==> src/rtl/general_register_writeback_buffer_if.sv <==
// Handshake, drain and lookup bundle between the writeback buffer and its
// producers / register file. "slave" is the buffer side, "master" the user side.
interface general_register_writeback_buffer_if #(
    parameter int ADDRESS_WIDTH = 2,
    parameter int DATA_WIDTH    = 32,
    parameter int DEPTH         = 4
);
    logic                       request_valid;
    logic                       request_ready;
    logic [ADDRESS_WIDTH-1:0]   request_address;
    logic [DATA_WIDTH-1:0]      request_data;
    logic                       write_inhibit;
    logic                       general_register_write_enable;
    logic [ADDRESS_WIDTH-1:0]   address_3;
    logic [DATA_WIDTH-1:0]      general_register_write_data;
    logic [ADDRESS_WIDTH-1:0]   lookup_address;
    logic                       lookup_hit;
    logic [DATA_WIDTH-1:0]      lookup_data;
    logic [$clog2(DEPTH):0]     occupancy;

    modport master (
        output request_valid, request_address, request_data, write_inhibit, lookup_address,
        input  request_ready, general_register_write_enable, address_3,
               general_register_write_data, lookup_hit, lookup_data, occupancy
    );

    modport slave (
        input  request_valid, request_address, request_data, write_inhibit, lookup_address,
        output request_ready, general_register_write_enable, address_3,
               general_register_write_data, lookup_hit, lookup_data, occupancy
    );
endinterface

==> src/rtl/general_register_writeback_buffer.sv <==
// In-order writeback FIFO in front of the register file write port, with read bypass.
// Optional macro WRITEBACK_ZERO_REGISTER_DISCARD_EN: requests to register 0 are accepted and dropped.
module general_register_writeback_buffer #(
    parameter int ADDRESS_WIDTH = 2,
    parameter int DATA_WIDTH    = 32,
    parameter int DEPTH         = 4
) (
    input logic                            clk,
    input logic                            reset,
    general_register_writeback_buffer_if.slave bus
);
    localparam int PTR_W = $clog2(DEPTH);
    localparam int CNT_W = PTR_W + 1;

`ifdef WRITEBACK_ZERO_REGISTER_DISCARD_EN
    localparam bit DISCARD_ZERO = 1'b1;
`else
    localparam bit DISCARD_ZERO = 1'b0;
`endif

    logic [ADDRESS_WIDTH-1:0] entry_address [DEPTH];
    logic [DATA_WIDTH-1:0]    entry_data    [DEPTH];
    logic [DEPTH-1:0]         entry_valid;
    logic [PTR_W-1:0]         read_ptr;
    logic [PTR_W-1:0]         write_ptr;
    logic [CNT_W-1:0]         occupancy_count;

    logic full;
    logic empty;
    logic accept;
    logic enqueue;
    logic pop;
    logic [PTR_W-1:0] scan_index;

    assign full    = (occupancy_count == CNT_W'(DEPTH));
    assign empty   = (occupancy_count == '0);
    assign accept  = bus.request_valid && !full;
    assign enqueue = accept && !(DISCARD_ZERO && (bus.request_address == '0));
    assign pop     = !empty && !bus.write_inhibit;

    assign bus.request_ready                 = !full;
    assign bus.general_register_write_enable = pop;
    assign bus.address_3                     = empty ? '0 : entry_address[read_ptr];
    assign bus.general_register_write_data   = empty ? '0 : entry_data[read_ptr];
    assign bus.occupancy                     = occupancy_count;

    always_ff @(posedge clk) begin
        if (reset) begin
            read_ptr        <= '0;
            write_ptr       <= '0;
            occupancy_count <= '0;
            entry_valid     <= '0;
        end else begin
            if (enqueue) begin
                write_ptr              <= write_ptr + PTR_W'(1);
                entry_valid[write_ptr] <= 1'b1;
            end
            // A push never lands on the popped slot: push needs not-full, pop needs not-empty.
            if (pop) begin
                read_ptr              <= read_ptr + PTR_W'(1);
                entry_valid[read_ptr] <= 1'b0;
            end
            if (enqueue && !pop) begin
                occupancy_count <= occupancy_count + CNT_W'(1);
            end else if (!enqueue && pop) begin
                occupancy_count <= occupancy_count - CNT_W'(1);
            end
        end
    end

    always_ff @(posedge clk) begin
        if (enqueue) begin
            entry_address[write_ptr] <= bus.request_address;
            entry_data[write_ptr]    <= bus.request_data;
        end
    end

    // Walk from the most recently written slot backwards so the youngest match wins.
    always_comb begin
        bus.lookup_hit  = 1'b0;
        bus.lookup_data = '0;
        scan_index      = '0;
        for (int i = 0; i < DEPTH; i++) begin
            scan_index = write_ptr - PTR_W'(i + 1);
            if (!bus.lookup_hit && entry_valid[scan_index] &&
                (entry_address[scan_index] == bus.lookup_address) &&
                !(DISCARD_ZERO && (bus.lookup_address == '0))) begin
                bus.lookup_hit  = 1'b1;
                bus.lookup_data = entry_data[scan_index];
            end
        end
    end
endmodule
==> src/flat_wrapper.sv <==
// flat-port wrapper written by rule: the top's interface ports become plain ports
module general_register_writeback_buffer_flat 
#(
    parameter int ADDRESS_WIDTH = 2,
    parameter int DATA_WIDTH    = 32,
    parameter int DEPTH         = 4
)
  (clk, reset, bus_request_valid, bus_request_address, bus_request_data, bus_write_inhibit, bus_lookup_address, bus_request_ready, bus_general_register_write_enable, bus_address_3, bus_general_register_write_data, bus_lookup_hit, bus_lookup_data, bus_occupancy);
  general_register_writeback_buffer_if #(.ADDRESS_WIDTH(ADDRESS_WIDTH), .DATA_WIDTH(DATA_WIDTH), .DEPTH(DEPTH)) bus_i ();
  input logic clk;
  input logic reset;
  input wire logic [$bits(bus_i.request_valid)-1:0] bus_request_valid;
  input wire logic [$bits(bus_i.request_address)-1:0] bus_request_address;
  input wire logic [$bits(bus_i.request_data)-1:0] bus_request_data;
  input wire logic [$bits(bus_i.write_inhibit)-1:0] bus_write_inhibit;
  input wire logic [$bits(bus_i.lookup_address)-1:0] bus_lookup_address;
  output wire logic [$bits(bus_i.request_ready)-1:0] bus_request_ready;
  output wire logic [$bits(bus_i.general_register_write_enable)-1:0] bus_general_register_write_enable;
  output wire logic [$bits(bus_i.address_3)-1:0] bus_address_3;
  output wire logic [$bits(bus_i.general_register_write_data)-1:0] bus_general_register_write_data;
  output wire logic [$bits(bus_i.lookup_hit)-1:0] bus_lookup_hit;
  output wire logic [$bits(bus_i.lookup_data)-1:0] bus_lookup_data;
  output wire logic [$bits(bus_i.occupancy)-1:0] bus_occupancy;
  assign bus_i.request_valid = bus_request_valid;
  assign bus_i.request_address = bus_request_address;
  assign bus_i.request_data = bus_request_data;
  assign bus_i.write_inhibit = bus_write_inhibit;
  assign bus_i.lookup_address = bus_lookup_address;
  assign bus_request_ready = bus_i.request_ready;
  assign bus_general_register_write_enable = bus_i.general_register_write_enable;
  assign bus_address_3 = bus_i.address_3;
  assign bus_general_register_write_data = bus_i.general_register_write_data;
  assign bus_lookup_hit = bus_i.lookup_hit;
  assign bus_lookup_data = bus_i.lookup_data;
  assign bus_occupancy = bus_i.occupancy;
  general_register_writeback_buffer #(.ADDRESS_WIDTH(ADDRESS_WIDTH), .DATA_WIDTH(DATA_WIDTH), .DEPTH(DEPTH)) u_core (.clk(clk), .reset(reset), .bus(bus_i));
endmodule
==> config.mk <==
export PLATFORM = sky130hd
export DESIGN_NAME = general_register_writeback_buffer_flat
export DESIGN_NICKNAME = d
export VERILOG_FILES = /design/src/rtl/general_register_writeback_buffer_if.sv /design/src/rtl/general_register_writeback_buffer.sv /design/src/flat_wrapper.sv
export SDC_FILE = /design/constraint.sdc
export NUM_CORES = 1
export LEC_CHECK = 0
export CORE_ASPECT_RATIO = 2
export CORE_UTILIZATION = 55
export DETAILED_ROUTE_END_ITERATION = 10
export MAX_ROUTING_LAYER = met4
export PLACE_DENSITY = 0.78
export SLEW_MARGIN = 20
export SYNTH_ARGS = -nofsm -noshare
export SYNTH_HDL_FRONTEND = slang
export SYNTH_SLANG_ARGS = --single-unit
==> constraint.sdc <==
create_clock -name clk -period 7.2 [get_ports clk]
set_input_delay 2.16 -clock clk [delete_from_list [all_inputs] [get_ports clk]]
set_output_delay 2.16 -clock clk [all_outputs]
set_load 0.01 [all_outputs]
==> impl_results.md, run 1 <==
- Outcome: complete, but fails checks
- Failing checks: DRC
- CP dominant cell by count: clkdlybuf4s50_1
- Synth Instances: between 500 and 600
- Max incr delay on CP: ~600 ps
- CP Max Fanout: 65
- WP data required: ~5000 ps
- Final ANT Viol Nets: 0
- Post-Syn Area per Cell: about 17 um^2
- RR Startpoint: u_core.write_ptr[0]
- Clk_lat worst skew: between 400 and 500 ps
- Via density: 7.39
- 1st-pass router iterations: 9
- Syn_nets: between 600 and 700
- # IOs: 112
- Final core utilization: about two thirds
- Post-synth EDFFs: about 140
- Total Power: between 4000 and 5000 uW
- Maximum clock path buffer count: 2
- Avg WL per Cell: between 20 and 30 um
- Cell family with most CP delay: buffers and inverters
- Fin cells: 913
- Initial antenna violation count: 1
- Clk_skew: about 10 ps
- Mapped Area: around 10000 um^2
- Vias in the first global route: 7195
- Critical path startpoint: bus_lookup_address[0]
- Cell count of the worst hold path: 2
- Gr ovfl total: 0
- Library cells used by synthesis: 36
- Initial Util: between 50% and 60%
- Height of the chip: ~200 um
- Main synth FF type: edfxtp_1
- Row cnt: 70
- CTS tree: yes
- RePlAce Congestion: 0.799
- Most frequent cells in the layout: 164 x mux4_2, 136 x edfxtp_1, 111 x clkdlybuf4s50_1, 66 x nor2b_1
- Drc violations: 4
- Largest net degree at the start of global routing: 66
- YS warnings: 0
- Nets: around 730
- HP Start: u_core.read_ptr[1]
- Post-CTS Resized: 0
- M1 wire length: between 8 and 9 mm
- DR iter-0 viols: just under 600
- Seq/Total Area, Yosys: 43.1%
- H-tree Lvls: 4
- Final hold violations: 0
- Num CTS Buffers: 17
- Final setup vio count: 0
- Clock sink total: 151
- RSZ-0062 raised after global routing: false
- CP max-delay cell: clkdlybuf4s50_1
- DR WL met3: 1.44 mm
- Cell count after placement: 880
- Postcts setup bufs: 0
- First-pass GRT wire length: 39.8 mm
- # hold bufs at CTS: 0
- Critical path class: in -> out
- Max-slew violation count: 0
- Worst min path class: reg -> reg
- Fin Setup TNS: 0 ps
- Total core area: ~18000 um^2
- Max Clk Rate: 0.142 GHz
- Met2 routed WL: between 10 and 15 mm
- Worst R2R Setup Slack: between 4000 and 5000 ps
- Setup crit start kind: input port
- DRT Wirelength: roughly 26 mm
- Commonest non-fill, non-tap cell in the layout: mux4_2
- Maximum capacitance violations: 0
- Post-DP HPWL: 15.5 mm
- Via Count: between 6000 and 7000
- Post-synthesis async set-or-reset flop share: 0%
- GRT Total Usage: 28.9%
- Die width: ~98 um
- Crit-path cells: clkdlybuf4s50_1 -> buf_4 -> xnor2_1 -> o32ai_1 -> and2_2 -> buf_12 -> a221oi_1 -> o2bb2ai_1 -> clkdlybuf4s50_1
- Slew @ Worst Pin: between 1000 and 1500 ps
- Share of cells above drive strength 1: between 30% and 40%
- Worst setup EP type: output pin
- Area grow syn2layout: 18.5%
- Multi-input logic area: ~5500 um^2
- Buf/Inv on CP: 4
- Critical Path Stages: 9
- Register area: around 4400 um^2
- P per Cell Area: approximately 330 nW/um^2
- Leakage: ~0.0036 uW
- Clk slew on worst S/H paths: approximately 60 ps
- Smallest hold slack: between 500 and 600 ps
- Period Utilization, post-route: between 90% and 100%
- Relative slew slack: a little over a quarter
- Reg2Reg Depth: 5
- Root buffer cell: clkbuf_16
- Die area: ~19000 um^2
- Peak VDD IR: approximately 0.42 mV
- Top Metal Used: met4
- Number of synthesized register bits: approximately 150
- Filler cell count: around 1300
- Port-buffer cells: roughly 110
- Tmin final: around 7000 ps
- Worst path arrival time: 4890 ps
[state kept, by name, indices dropped and copies added (netlist names), named ones only]
register	cells
u_core.entry_address	8
u_core.bus.occupancy	3
u_core.entry_valid	4
u_core.write_ptr	2
u_core.entry_data	128
u_core.read_ptr	2
[layer usage]
| layer | vias up | track usage, % |
|---|---|---|
| met2 | 354 | 50.2 |
| met3 | 69 | 4.75 |
| met4 | 0 | 14.0 |
| li1 | 2781 | - |
| met5 | - | - |
| met1 | 3539 | 32.1 |
[cell usage after synthesis (all sizes together), types with 9 or more instances]
| cell | count | area [um^2] |
|---|---|---|
| o2bb2ai | 32 | 280 |
| clkbuf | 33 | 124 |
| mux2i | 11 | 110 |
| a221oi | 32 | 280 |
| buf | 29 | 178 |
| nor2b | 66 | 413 |
| nor2 | 15 | 58.8 |
| edfxtp | 136 | 4080 |
| dfxtp | 15 | 300 |
| mux4 | 168 | 3800 |
| ha | 9 | 113 |
| xnor2 | 10 | 110 |
[worst register-to-register path: stages (launching register included)]
cell      delay (ps)
dfxtp_4          560
buf_4            620
ha_1             280
and3_2           920
nor2_1            90
a211oi_1         280
[report_power, final]
part           switching [uW]  internal [uW]
Clock                     364            523
Combinational             811           1060
Sequential                167           1080
[cell type report]
| cell class | count | area share (%) |
|---|---|---|
| Sequential cell | 151 | 36.5 |
| Clock buffer | 19 | 3.67 |
| Inverter | 6 | 0.187 |
| Clock inverter | 13 | 1.20 |
| Timing Repair Buffer | 127 | 10.6 |
| Antenna cell | 1 | 0.0208 |
| Tap cell | 216 | 2.24 |
| Multi-Input combinational cell | 380 | 45.6 |
[cells by family (layout without fill, tap and decap cells)]
group,Yosys count,count (layout),share of synthesized area (%)
xor gates and xnor gates,15,15,1.51
adders and majority gates,10,10,1.30
DFF,151,151,43.1
other,0,1,0
and+or+nand+nor,96,96,5.44
buffers and inverters,68,165,3.18
muxes,182,182,38.7
AOI/OAI and AO/OA,77,77,6.73
[stage by stage]
stage                     setup slack, ps  cell area (um^2)
after floorplan                      1330             10200
after global placement                340             11500
after detailed placement              276             11500
after CTS                             194             12100
after global routing                  108             12100
final                                 153             12100
[path summary, 6_finish.rpt]
check / end
hold / removal: register
setup reg to reg: u_core.entry_valid[1]
hold reg to reg: register
setup / recovery: bus_lookup_data[26]
No activity file was read; power rests on OpenSTA's default activity.
==> inputs of run 2 (changes only) <==
- SLEW_MARGIN: 20 -> 40
==> run 2 against run 1 <==
Net effect:
- the flow still finishes with violations (DRC)
- setup slack better by 67 ps
- register-to-register slack better by 290 ps
- sequential share of layout area is 0.055 points higher
- non-clock buffer count stayed put
- highest routed layer unchanged
- core utilization is 0.062 points lower
- cell count stayed put
- fmax is 0.96% higher
- critical path depth stayed put
- sequential power hardly changed
- combinational power hardly changed
- clock skew is 1.1 ps lower
- total power is 0.86% lower
==> impl_results.md, run 2 (synthesis gave the netlist of run 1 again) <==
- Outcome: complete, but fails checks
- Failing checks: DRC
- Tmin final: 6980 ps
- Row cnt: 70
- Maximum capacitance violations: 0
- Final setup vio count: 0
- Period Utilization, post-route: 96.9%
- Fin cells: 913
- Post-CTS Resized: 0
- RSZ-0062 raised after global routing: false
- Gr ovfl total: 0
- Number of flip-flops in the largest register: approximately 130
- Filler cell count: roughly 1300
- Relative slew slack: 55.3%
- Leakage: between 0.003 and 0.004 uW
- Commonest non-fill, non-tap cell in the layout: mux4_2
- CP Max Fanout: 65
- H-tree Lvls: 4
- Vias in the first global route: between 7000 and 8000
- Slew @ Worst Pin: roughly 670 ps
- 1st-pass router iterations: 10
- Fin Setup TNS: 0 ps
- Fin area: 12000 um^2
- Top reg by flops: u_core.entry_data
- Share of cells above drive strength 1: 33.6%
- DRT Wirelength: about 26 mm
- Clk slew on worst S/H paths: around 70 ps
- Via density: roughly 7.5
- Die area: roughly 19000 um^2
- Worst setup EP type: output pin
- Maximum clock path buffer count: 2
- P per Cell Area: 330 nW/um^2
- Port-buffer cells: between 100 and 150
- Via Count: 6838
- Num CTS Buffers: 17
- Clk_skew: 9.20 ps
- Final core utilization: 66.1%
- Root buffer cell: clkbuf_16
- Post-DP HPWL: 15.5 mm
- GRT Total Usage: between 20% and 30%
- Cell count after placement: 880
- Critical path class: in -> out
- RePlAce Congestion: between 0.7 and 0.8
- Area grow syn2layout: 18.4%
- Smallest hold slack: roughly 540 ps
- WP data required: 5040 ps
- Worst path arrival time: roughly 4800 ps
- Max-slew violation count: 0
- Die width: ~98 um
- Worst min path class: reg -> reg
- Postcts setup bufs: 0
- Setup crit start kind: input port
- Clk_lat worst skew: 420 ps
- Initial Util: 55.9%
- Largest net degree at the start of global routing: 66
- Final ANT Viol Nets: 0
- Peak VDD IR: 0.412 mV
- # IOs: approximately 110
- First-pass GRT wire length: 40.2 mm
- Most frequent cells in the layout: 164 x mux4_2, 136 x edfxtp_1, 111 x clkdlybuf4s50_1, 66 x nor2b_1
- Top flop regs: u_core.entry_data (128), u_core.entry_address (8), u_core.entry_valid (4)
- Avg WL per Cell: about 28 um
- # hold bufs at CTS: 0
- Height of the chip: between 150 and 200 um
- DR iter-0 viols: a little over 700
- Nets: between 700 and 800
- Drc violations: 4
- Max Clk Rate: ~0.14 GHz
- Clock sink total: 151
- CTS tree: yes
- Initial antenna violation count: 1
- Area after DPL: between 10000 and 15000 um^2
- Total core area: 18200 um^2
- Final hold violations: 0
## run 2: cell type report
type	count	area (um^2)	area share (%)
Multi-Input combinational cell	380	5510	45.8
Sequential cell	151	4400	36.5
Timing Repair Buffer	127	1280	10.7
Clock buffer	19	433	3.59
Tap cell	216	270	2.24
Clock inverter	13	123	1.02
Inverter	6	22.5	0.187
Antenna cell	1	2.50	0.0208
## run 2: final timing paths
kind                               from                     to  slack (ps)  depth (start not counted)
hold / removal       u_core.read_ptr[1]     u_core.read_ptr[1]         540                          2
setup reg to reg    u_core.write_ptr[0]  u_core.entry_valid[1]        4650                          5
setup / recovery  bus_lookup_address[0]    bus_lookup_data[26]         220                          9
hold reg to reg      u_core.read_ptr[1]     u_core.read_ptr[1]         540                          2
## run 2: power by group
part           switching (uW)  total, uW  internal (uW)
Sequential                167       1250           1080
Clock                     363        842            479
Combinational             820       1880           1060
Total                    1350       3970           2620
## run 2: through the flow
step / setup WS (ps) / total power, uW
4_1_cts: 239 / 4000
2_1_floorplan: 1330 / 2490
3_3_place_gp: 340 / 3080
6_report: 220 / 3970
5_1_grt: 166 / 4140
3_5_place_dp: 261 / 3150
## run 2: per-layer routing
metal  GRT usage [%]  wire (um)  vias to the layer above
li1                -          -                     2775
met1            32.7       8720                     3616
met2            49.9      14500                      378
met3            4.60       1600                       69
met4            15.5       1090                        0
met5               -          0                        -
## run 2: critical path: stages
cell             delay [ps]
clkdlybuf4s50_1         520
buf_4                   200
xnor2_1                  90
o32ai_1                 280
and2_2                  250
buf_12                  280
a221oi_1                 90
o2bb2ai_1               310
clkdlybuf4s50_1         600
==> inputs of run 3 (changes only) <==
- CORE_MARGIN: unset -> 1.5
==> run 3 against run 2 <==
Net effect:
- the run now ends clean
- final area grew 0.84%
- fmax is 0.78% lower
- critical path type unchanged
- setup slack lost 55 ps
- combinational power rose by 3%
- sequential power hardly changed
- flip-flop and latch count unchanged
- via count up 0.28%
==> impl_results.md, run 3 (synthesis gave the netlist of run 1 again) <==
- Area grow syn2layout: 19.4%
- Most frequent cells in the layout: 164 x mux4_2, 136 x edfxtp_1, 111 x clkdlybuf4s50_1, 66 x nor2b_1
- Via density: 7.49
- Clk_lat worst skew: 430 ps
- DR iter-0 viols: approximately 710
- Avg WL per Cell: 28.9 um
- RSZ-0062 raised after global routing: false
- Maximum clock path buffer count: 2
- Drc violations: 0
- Smallest hold slack: 532 ps
- Relative slew slack: between 40 and 50%
- CP dominant cell by count: clkdlybuf4s50_1
- Number of flip-flops in the largest register: about 130
- Final hold violations: 0
- Die width: a little under 100 um
- H-tree Lvls: 4
- Row cnt: 70
- CP Max Fanout: 32
- GRT Total Usage: just under 30%
- Via Count: a little under 7000
- Peak VDD IR: 0.354 mV
- Leakage: between 0.003 and 0.004 uW
- Max-slew violation count: 0
- Share of cells above drive strength 1: ~34%
- Setup crit start kind: input port
- Final setup vio count: 0
- Root buffer cell: clkbuf_16
- P per Cell Area: 333 nW/um^2
- Largest net degree at the start of global routing: 52
- Critical path class: in -> out
- Outcome: complete, no violations
- Initial antenna violation count: 0
- CP max-delay cell: clkdlybuf4s50_1
- Post-DP HPWL: between 15 and 20 mm
- Final ANT Viol Nets: 0
- Post-CTS Resized: 0
- DRT Wirelength: 26.4 mm
- Worst setup EP type: output pin
- Clk slew on worst S/H paths: approximately 70 ps
- Die area: 19400 um^2
- Clk_skew: 9.04 ps
- Final core utilization: between 60% and 70%
- # diodes: 0
- Maximum capacitance violations: 0
- Max Clk Rate: about 0.14 GHz
- Height of the chip: about 200 um
- Max incr delay on CP: 600 ps
- Slew @ Worst Pin: ~760 ps
- 1st-pass router iterations: 5
- Tmin final: approximately 7000 ps
- Worst path arrival time: between 4000 and 5000 ps
- Num CTS Buffers: 17
- Initial Util: roughly 56%
- Vias in the first global route: 7242
- Crit-path cells: clkdlybuf4s50_1 -> xor2_1 -> a32oi_1 -> nor2_4 -> a2111oi_4 -> buf_12 -> o2bb2ai_1 -> clkdlybuf4s50_1
- Top flop regs: u_core.entry_data (128), u_core.entry_address (8), u_core.entry_valid (4)
- Commonest non-fill, non-tap cell in the layout: mux4_2
- Nets: approximately 740
- First-pass GRT wire length: 40.7 mm
- Postcts setup bufs: 0
- Top reg by flops: u_core.entry_data
- Fin Setup TNS: 0 ps
- Port-buffer cells: between 100 and 150
- WP data required: around 5000 ps
- Clock sink total: 151
- Worst min path class: reg -> reg
- Total core area: 18200 um^2
- RePlAce Congestion: approximately 0.8
- Period Utilization, post-route: between 90% and 100%
- CTS tree: yes
- Setup slack at placement: 111 ps
- PnR worst setup slack: roughly 170 ps
- # IOs: 112
- # hold bufs at CTS: 0
- Gr ovfl total: 0
run 3: layout make-up:
cell class                 instances  area [um^2]
clock buffer                      21          526
clock inverter                    11         78.8
fill                            1233         6070
inverter                           6         22.5
multi-input combinational        380         5520
sequential                       151         4390
tap                              216          270
timing repair buffer             131         1340
run 3: metrics by stage:
step / instance area, um^2 / instances / power (uW)
after floorplan: 10200 / 599 / 2490
after global placement: 11500 / 883 / 3100
after detailed placement: 11500 / 883 / 3160
after CTS: 12100 / 915 / 4050
after global routing: 12100 / 916 / 4220
final: 12100 / 916 / 4050
run 3: power breakdown:
group	leakage (uW)	internal, uW	switching (uW)
Sequential	0.00137	1080	144
Clock	0.000305	526	370
Combinational	0.00199	1080	851
run 3: per-layer routing:
metal	global-route usage, %	wire (um)	up-vias
met5	-	0	-
met4	14.7	1040	0
met3	5.23	1870	76
met2	48.1	14500	415
met1	34.5	9000	3577
li1	-	-	2789
run 3: critical path: cells and delay by family:
| family | cells | cell delay, ps |
|---|---|---|
| buf+inv | 3 | 1350 |
| compound gates | 3 | 1070 |
| xor+xnor | 1 | 190 |
| simple gates | 1 | 70 |
run 3: worst paths after layout:
check	from	to	slack (ps)	cells past startpoint
min reg2reg	u_core.read_ptr[1]	register	530	2
max	bus_lookup_address[1]	bus_lookup_data[27]	170	8
min	u_core.read_ptr[1]	register	530	2
max reg2reg	u_core.write_ptr[0]	u_core.entry_valid[3]	3840	6
